==> src/rtl/keypad_scanner_pkg.sv <==
// Shared definitions for the matrix keypad scanner: FSM states, column strobes,
// idle row value and small decode helpers.
package keypad_scanner_pkg;

    typedef enum logic [1:0] {
        KP_SCAN     = 2'd0,
        KP_DEBOUNCE = 2'd1,
        KP_HELD     = 2'd2,
        KP_RELEASE  = 2'd3
    } kp_state_t;

    localparam logic [3:0] KP_COL0     = 4'b0111;
    localparam logic [3:0] KP_COL1     = 4'b1011;
    localparam logic [3:0] KP_COL2     = 4'b1101;
    localparam logic [3:0] KP_COL3     = 4'b1110;
    localparam logic [3:0] KP_ROW_IDLE = 4'b1111;

    function automatic logic [3:0] col_pattern(input logic [1:0] idx);
        logic [3:0] pat;
        case (idx)
            2'd0:    pat = KP_COL0;
            2'd1:    pat = KP_COL1;
            2'd2:    pat = KP_COL2;
            default: pat = KP_COL3;
        endcase
        return pat;
    endfunction

    // True when exactly one active-low row bit is asserted.
    function automatic logic single_low(input logic [3:0] rows);
        return $countones(~rows) == 1;
    endfunction

    // row[3] is row index 0, row[0] is row index 3.
    function automatic logic [1:0] row_index(input logic [3:0] rows);
        logic [1:0] r;
        case (rows)
            4'b0111: r = 2'd0;
            4'b1011: r = 2'd1;
            4'b1101: r = 2'd2;
            4'b1110: r = 2'd3;
            default: r = 2'd0;
        endcase
        return r;
    endfunction

endpackage

==> src/rtl/keypad_scanner_row_sync.sv <==
// Two-flop synchronizer for the asynchronous active-low keypad rows.
module row_sync
    import keypad_scanner_pkg::*;
(
    input  logic       clk,
    input  logic       rst,
    input  logic [3:0] row,
    output logic [3:0] row_s
);

    logic [3:0] meta;

    always_ff @(posedge clk) begin
        if (rst) begin
            meta  <= KP_ROW_IDLE;
            row_s <= KP_ROW_IDLE;
        end else begin
            meta  <= row;
            row_s <= meta;
        end
    end

endmodule

==> src/rtl/keypad_scanner.sv <==
// 4x4 hex keypad scanner: strobes columns, debounces single-key presses and
// releases, and shifts each accepted key code into a 16-bit operand.
module keypad_scanner
    import keypad_scanner_pkg::*;
#(
    parameter int SCAN_DIV     = 1000,
    parameter int DEBOUNCE_CNT = 20000
) (
    input  logic        clk,
    input  logic        rst,
    input  logic [3:0]  row,
    input  logic        clr,
    output logic [3:0]  col,
    output logic        key_valid,
    output logic [3:0]  key_code,
    output logic [15:0] num
);

    localparam int DW = $clog2(SCAN_DIV);
    localparam int CW = $clog2(DEBOUNCE_CNT);
    localparam logic [DW-1:0] DWELL_LAST = DW'(SCAN_DIV - 1);
    localparam logic [CW-1:0] CNT_LAST   = CW'(DEBOUNCE_CNT - 1);

    kp_state_t     state, state_n;
    logic [1:0]    col_idx, col_idx_n;
    logic [DW-1:0] dwell, dwell_n;
    logic [CW-1:0] cnt, cnt_n;
    logic [3:0]    pat, pat_n;
    logic [3:0]    row_s;
    logic          fire;
    logic [3:0]    code;

    row_sync u_row_sync (
        .clk   (clk),
        .rst   (rst),
        .row   (row),
        .row_s (row_s)
    );

    assign code = {row_index(pat), col_idx};

    always_comb begin
        state_n   = state;
        col_idx_n = col_idx;
        dwell_n   = dwell;
        cnt_n     = cnt;
        pat_n     = pat;
        fire      = 1'b0;
        case (state)
            KP_SCAN: begin
                if (dwell == DWELL_LAST) begin
                    dwell_n = '0;
                    if (single_low(row_s)) begin
                        pat_n   = row_s;
                        cnt_n   = '0;
                        state_n = KP_DEBOUNCE;
                    end else begin
                        col_idx_n = col_idx + 2'd1;
                    end
                end else begin
                    dwell_n = dwell + DW'(1);
                end
            end
            KP_DEBOUNCE: begin
                // Any glitch abandons this column; the key is picked up again on a later pass.
                if (row_s != pat) begin
                    state_n   = KP_SCAN;
                    col_idx_n = col_idx + 2'd1;
                    dwell_n   = '0;
                    cnt_n     = '0;
                end else if (cnt == CNT_LAST) begin
                    state_n = KP_HELD;
                    fire    = 1'b1;
                end else begin
                    cnt_n = cnt + CW'(1);
                end
            end
            KP_HELD: begin
                if (row_s == KP_ROW_IDLE) begin
                    state_n = KP_RELEASE;
                    cnt_n   = '0;
                end
            end
            KP_RELEASE: begin
                if (row_s != KP_ROW_IDLE) begin
                    state_n = KP_HELD;
                end else if (cnt == CNT_LAST) begin
                    state_n   = KP_SCAN;
                    col_idx_n = col_idx + 2'd1;
                    dwell_n   = '0;
                    cnt_n     = '0;
                end else begin
                    cnt_n = cnt + CW'(1);
                end
            end
            default: state_n = KP_SCAN;
        endcase
    end

    always_ff @(posedge clk) begin
        if (rst) begin
            state     <= KP_SCAN;
            col_idx   <= 2'd0;
            col       <= KP_COL0;
            dwell     <= '0;
            cnt       <= '0;
            pat       <= KP_ROW_IDLE;
            key_valid <= 1'b0;
            key_code  <= 4'd0;
            num       <= 16'd0;
        end else begin
            state     <= state_n;
            col_idx   <= col_idx_n;
            col       <= col_pattern(col_idx_n);
            dwell     <= dwell_n;
            cnt       <= cnt_n;
            pat       <= pat_n;
            key_valid <= fire;
            if (fire)
                key_code <= code;
            // clr takes priority over a same-cycle key entry.
            if (clr)
                num <= 16'd0;
            else if (fire)
                num <= {num[11:0], code};
        end
    end

endmodule

==> config.mk <==
export PLATFORM = sky130hd
export DESIGN_NAME = keypad_scanner
export DESIGN_NICKNAME = d
export VERILOG_FILES = /design/src/rtl/keypad_scanner_pkg.sv /design/src/rtl/keypad_scanner_row_sync.sv /design/src/rtl/keypad_scanner.sv
export SDC_FILE = /design/constraint.sdc
export NUM_CORES = 1
export LEC_CHECK = 0
export CORE_ASPECT_RATIO = 1.75
export CORE_MARGIN = 2
export CORE_UTILIZATION = 60
export CTS_BUF_LIST = sky130_fd_sc_hd__clkbuf_8
export CTS_CLUSTER_SIZE = 24
export DETAILED_ROUTE_END_ITERATION = 16
export DONT_BUFFER_PORTS = 1
export PLACE_DENSITY = 0.73
export SLEW_MARGIN = 20
export SYNTH_ARGS = -nofsm -noshare
export SYNTH_HDL_FRONTEND = slang
export SYNTH_HIERARCHICAL = 1
export SYNTH_SLANG_ARGS = --single-unit
==> constraint.sdc <==
create_clock -name clk -period 5.9 [get_ports clk]
set_input_delay 1.18 -clock clk [delete_from_list [all_inputs] [get_ports clk]]
set_output_delay 1.18 -clock clk [all_outputs]
set_load 0.02 [all_outputs]
==> impl_metrics.ini <==
[grt]
grtUsageMet2 = 0.435
top_usage_layer = met2
grt_util_met3 = 0.0457
grt.total_usage = 0.237
antenna_found_initial = 0
grt_use_met1 = 0.244
grt.overflow.total = 0
grt_pass1_wl_um = 9910
grt_max_degree = 27
grt_pass1_vias = 2268

[placed_design]
dp_hpwl_um = 4170
routabilityCongestion = 0.880
port_buffers = 0
place_ws_ns = 2.24

[pwr]
pwr_density_cell_nw_per_um2 = 262
p_leak_nw = 1.05
vdd_ir_drop_max_v = 0.000193
power_mw = 0.810

[setup_path]
r2r_cells = 10
cp-start-kind = flip-flop
end_kind = flip-flop
critPathKind = reg2reg
cp_max_fo = 5
worst_ep_arrival_time_ns = 3.95
cp.required_ns = 6.17

[flow_run]
maxCapViolCount = 0

[finish]
n_antenna_cell = 0
drive_gt1_frac = 0.0714
fin_util = 0.664
synthToLayoutAreaGrowth_pct = 7.42
nets = 358

[floorplanning]
die_area_um2 = 5400
chipHeight_um = 95.7
initial_core_util = 0.618
die_w_um = 56.4
coreArea_um2 = 4670
num_rows = 33
pin_count = 32

[clock_network]
cts-root-buf = clkbuf_8
clkSlewWorstSetupHoldPaths_ns = 0.08
clk_latency_ns = 0.34
ctsResizeCount = 0
max-clock-path-buffers = 2
hold_buffers = 0
htree_levels = 3
cts_buffers = 9
cts_tree = done
post-cts-setup-buffer-count = 0
cts_sinks = 66

[yosys]
synth_top_area_frac = 0.458
synth_edf_count = 0
synth_cells = 344
synth.cell_area_um2 = 2880
syn_area_per_cell_um2 = 8.38
synth-seq-cells = 66
synthTopCellsByArea = dfxtp_1, nand2_1, a21oi_1, xnor2_1, nor2_1
async_flop_share = 0
synth_cell_types = 46
synth_nets = 357
synth_top_area_cell = dfxtp_1
ys_seq_area_frac = 0.458
synth_commonest_cells = dfxtp_1, nand2_1, nor2_1, a21oi_1
synth_flop_cell = dfxtp_1
yosysWarnings = 6

[sta]
slew_headroom = 0.422
finalHoldViolations = 0
worst_slew_pin_slew_ns = 0.865
fin_ws_ns = 2.23
report.final.slew_viol_count = 0
skew_ns = 0.00834
min_period_ns = 3.67
fin_crit_sh = 0.623
fmax_mhz = 272
final.setup.tns_ns = 0
rsz0062_at_grt = no
setup_violations = 0

[status]
status = complete, no violations

[routing]
viasPerCell = 5.87
ant_nets = 0
first_pass_iters = 4
finalWirelength_um = 5770
wire_per_inst_um = 14.3
vias = 2361
post-route-drc-count = 0
dr.first_iter.drc_count = 100

[min_path]
hold_path_class = reg2reg
holdPathStages = 1
-- per-stage QoR --
stage | instances | hold WS, ns | cell area [µm²]
final | 402 | 0.401 | 3100
after CTS | 402 | 0.408 | 3090
after global placement | 386 | 0.388 | 2910
after floorplan | 344 | 0.383 | 2880
after global routing | 402 | 0.407 | 3100
after detailed placement | 386 | 0.394 | 2910
-- layout by cell type, fill, tap and decap left out, types with 6 or more instances in the layout --
master,n
inv_1,6
nand3_1,17
nand2_1,66
nor2_1,32
dfxtp_1,66
nand4_1,8
o21ai_0,6
xor2_1,10
or2_1,8
nor3_1,10
a21oi_1,31
xnor2_1,17
clkbuf_8,9
-- cell type report --
type,count,area [µm²]
multi-input combinational,261,1500
timing repair buffer,1,7.51
clock buffer,9,124
tap,52,65.1
inverter,6,22.5
fill,402,1570
sequential,66,1320
clock inverter,7,55.1
-- critical path, cell delays in order, from the launching register on --
cell	delay, ns
dfxtp_1	0.37
fa_1	0.56
inv_1	0.04
ha_1	0.17
ha_1	0.28
or3b_2	0.48
o41ai_1	0.52
and2_1	0.30
nand2_1	0.09
or4b_2	0.64
a21oi_1	0.15
-- worst paths after layout --
path                                          start                   to  slack [ns]
worst min-delay path             u_row_sync/meta[0]  u_row_sync/row_s[0]        0.40
worst min register to register   u_row_sync/meta[0]  u_row_sync/row_s[0]        0.40
worst max-delay path            u_row_sync/row_s[0]               cnt[9]        2.23
worst max register to register  u_row_sync/row_s[0]               cnt[9]        2.23
-- sequential cells by signal, indices dropped and copies added (netlist names) --
signal,count
col_idx,2
num,16
key_valid,1
state,2
pat,4
cnt,15
dwell,10
u_row_sync/row_s,4
u_row_sync/meta,4
key_code,4
col,4
-- kinds of logic (layout without fill, tap and decap cells) --
family / count (synthesis) / in the layout / synth area share
AND/OR/NAND/NOR: 174 / 174 / 0.296
flip-flops: 66 / 66 / 0.458
AO/OA/AOI/OAI: 49 / 49 / 0.0950
XOR/XNOR: 27 / 27 / 0.0820
buffers and inverters: 17 / 23 / 0.0230
adder cells (fa/ha/maj): 6 / 6 / 0.0286
multiplexers: 5 / 5 / 0.0174
-- report_power, final --
part | total (mW) | switching [mW] | internal (mW)
registers | 0.453 | 0.00357 | 0.450
clock network | 0.334 | 0.179 | 0.155
logic | 0.0233 | 0.0142 | 0.00911
-- layer usage --
| metal | share of wire | vias to the layer above |
|---|---|---|
| li1 | - | 1188 |
| met1 | 0.39 | 1098 |
| met2 | 0.53 | 57 |
| met3 | 0.042 | 18 |
| met4 | 0.038 | 0 |
| met5 | 0 | - |
No activity file was read; power rests on OpenSTA's default activity.
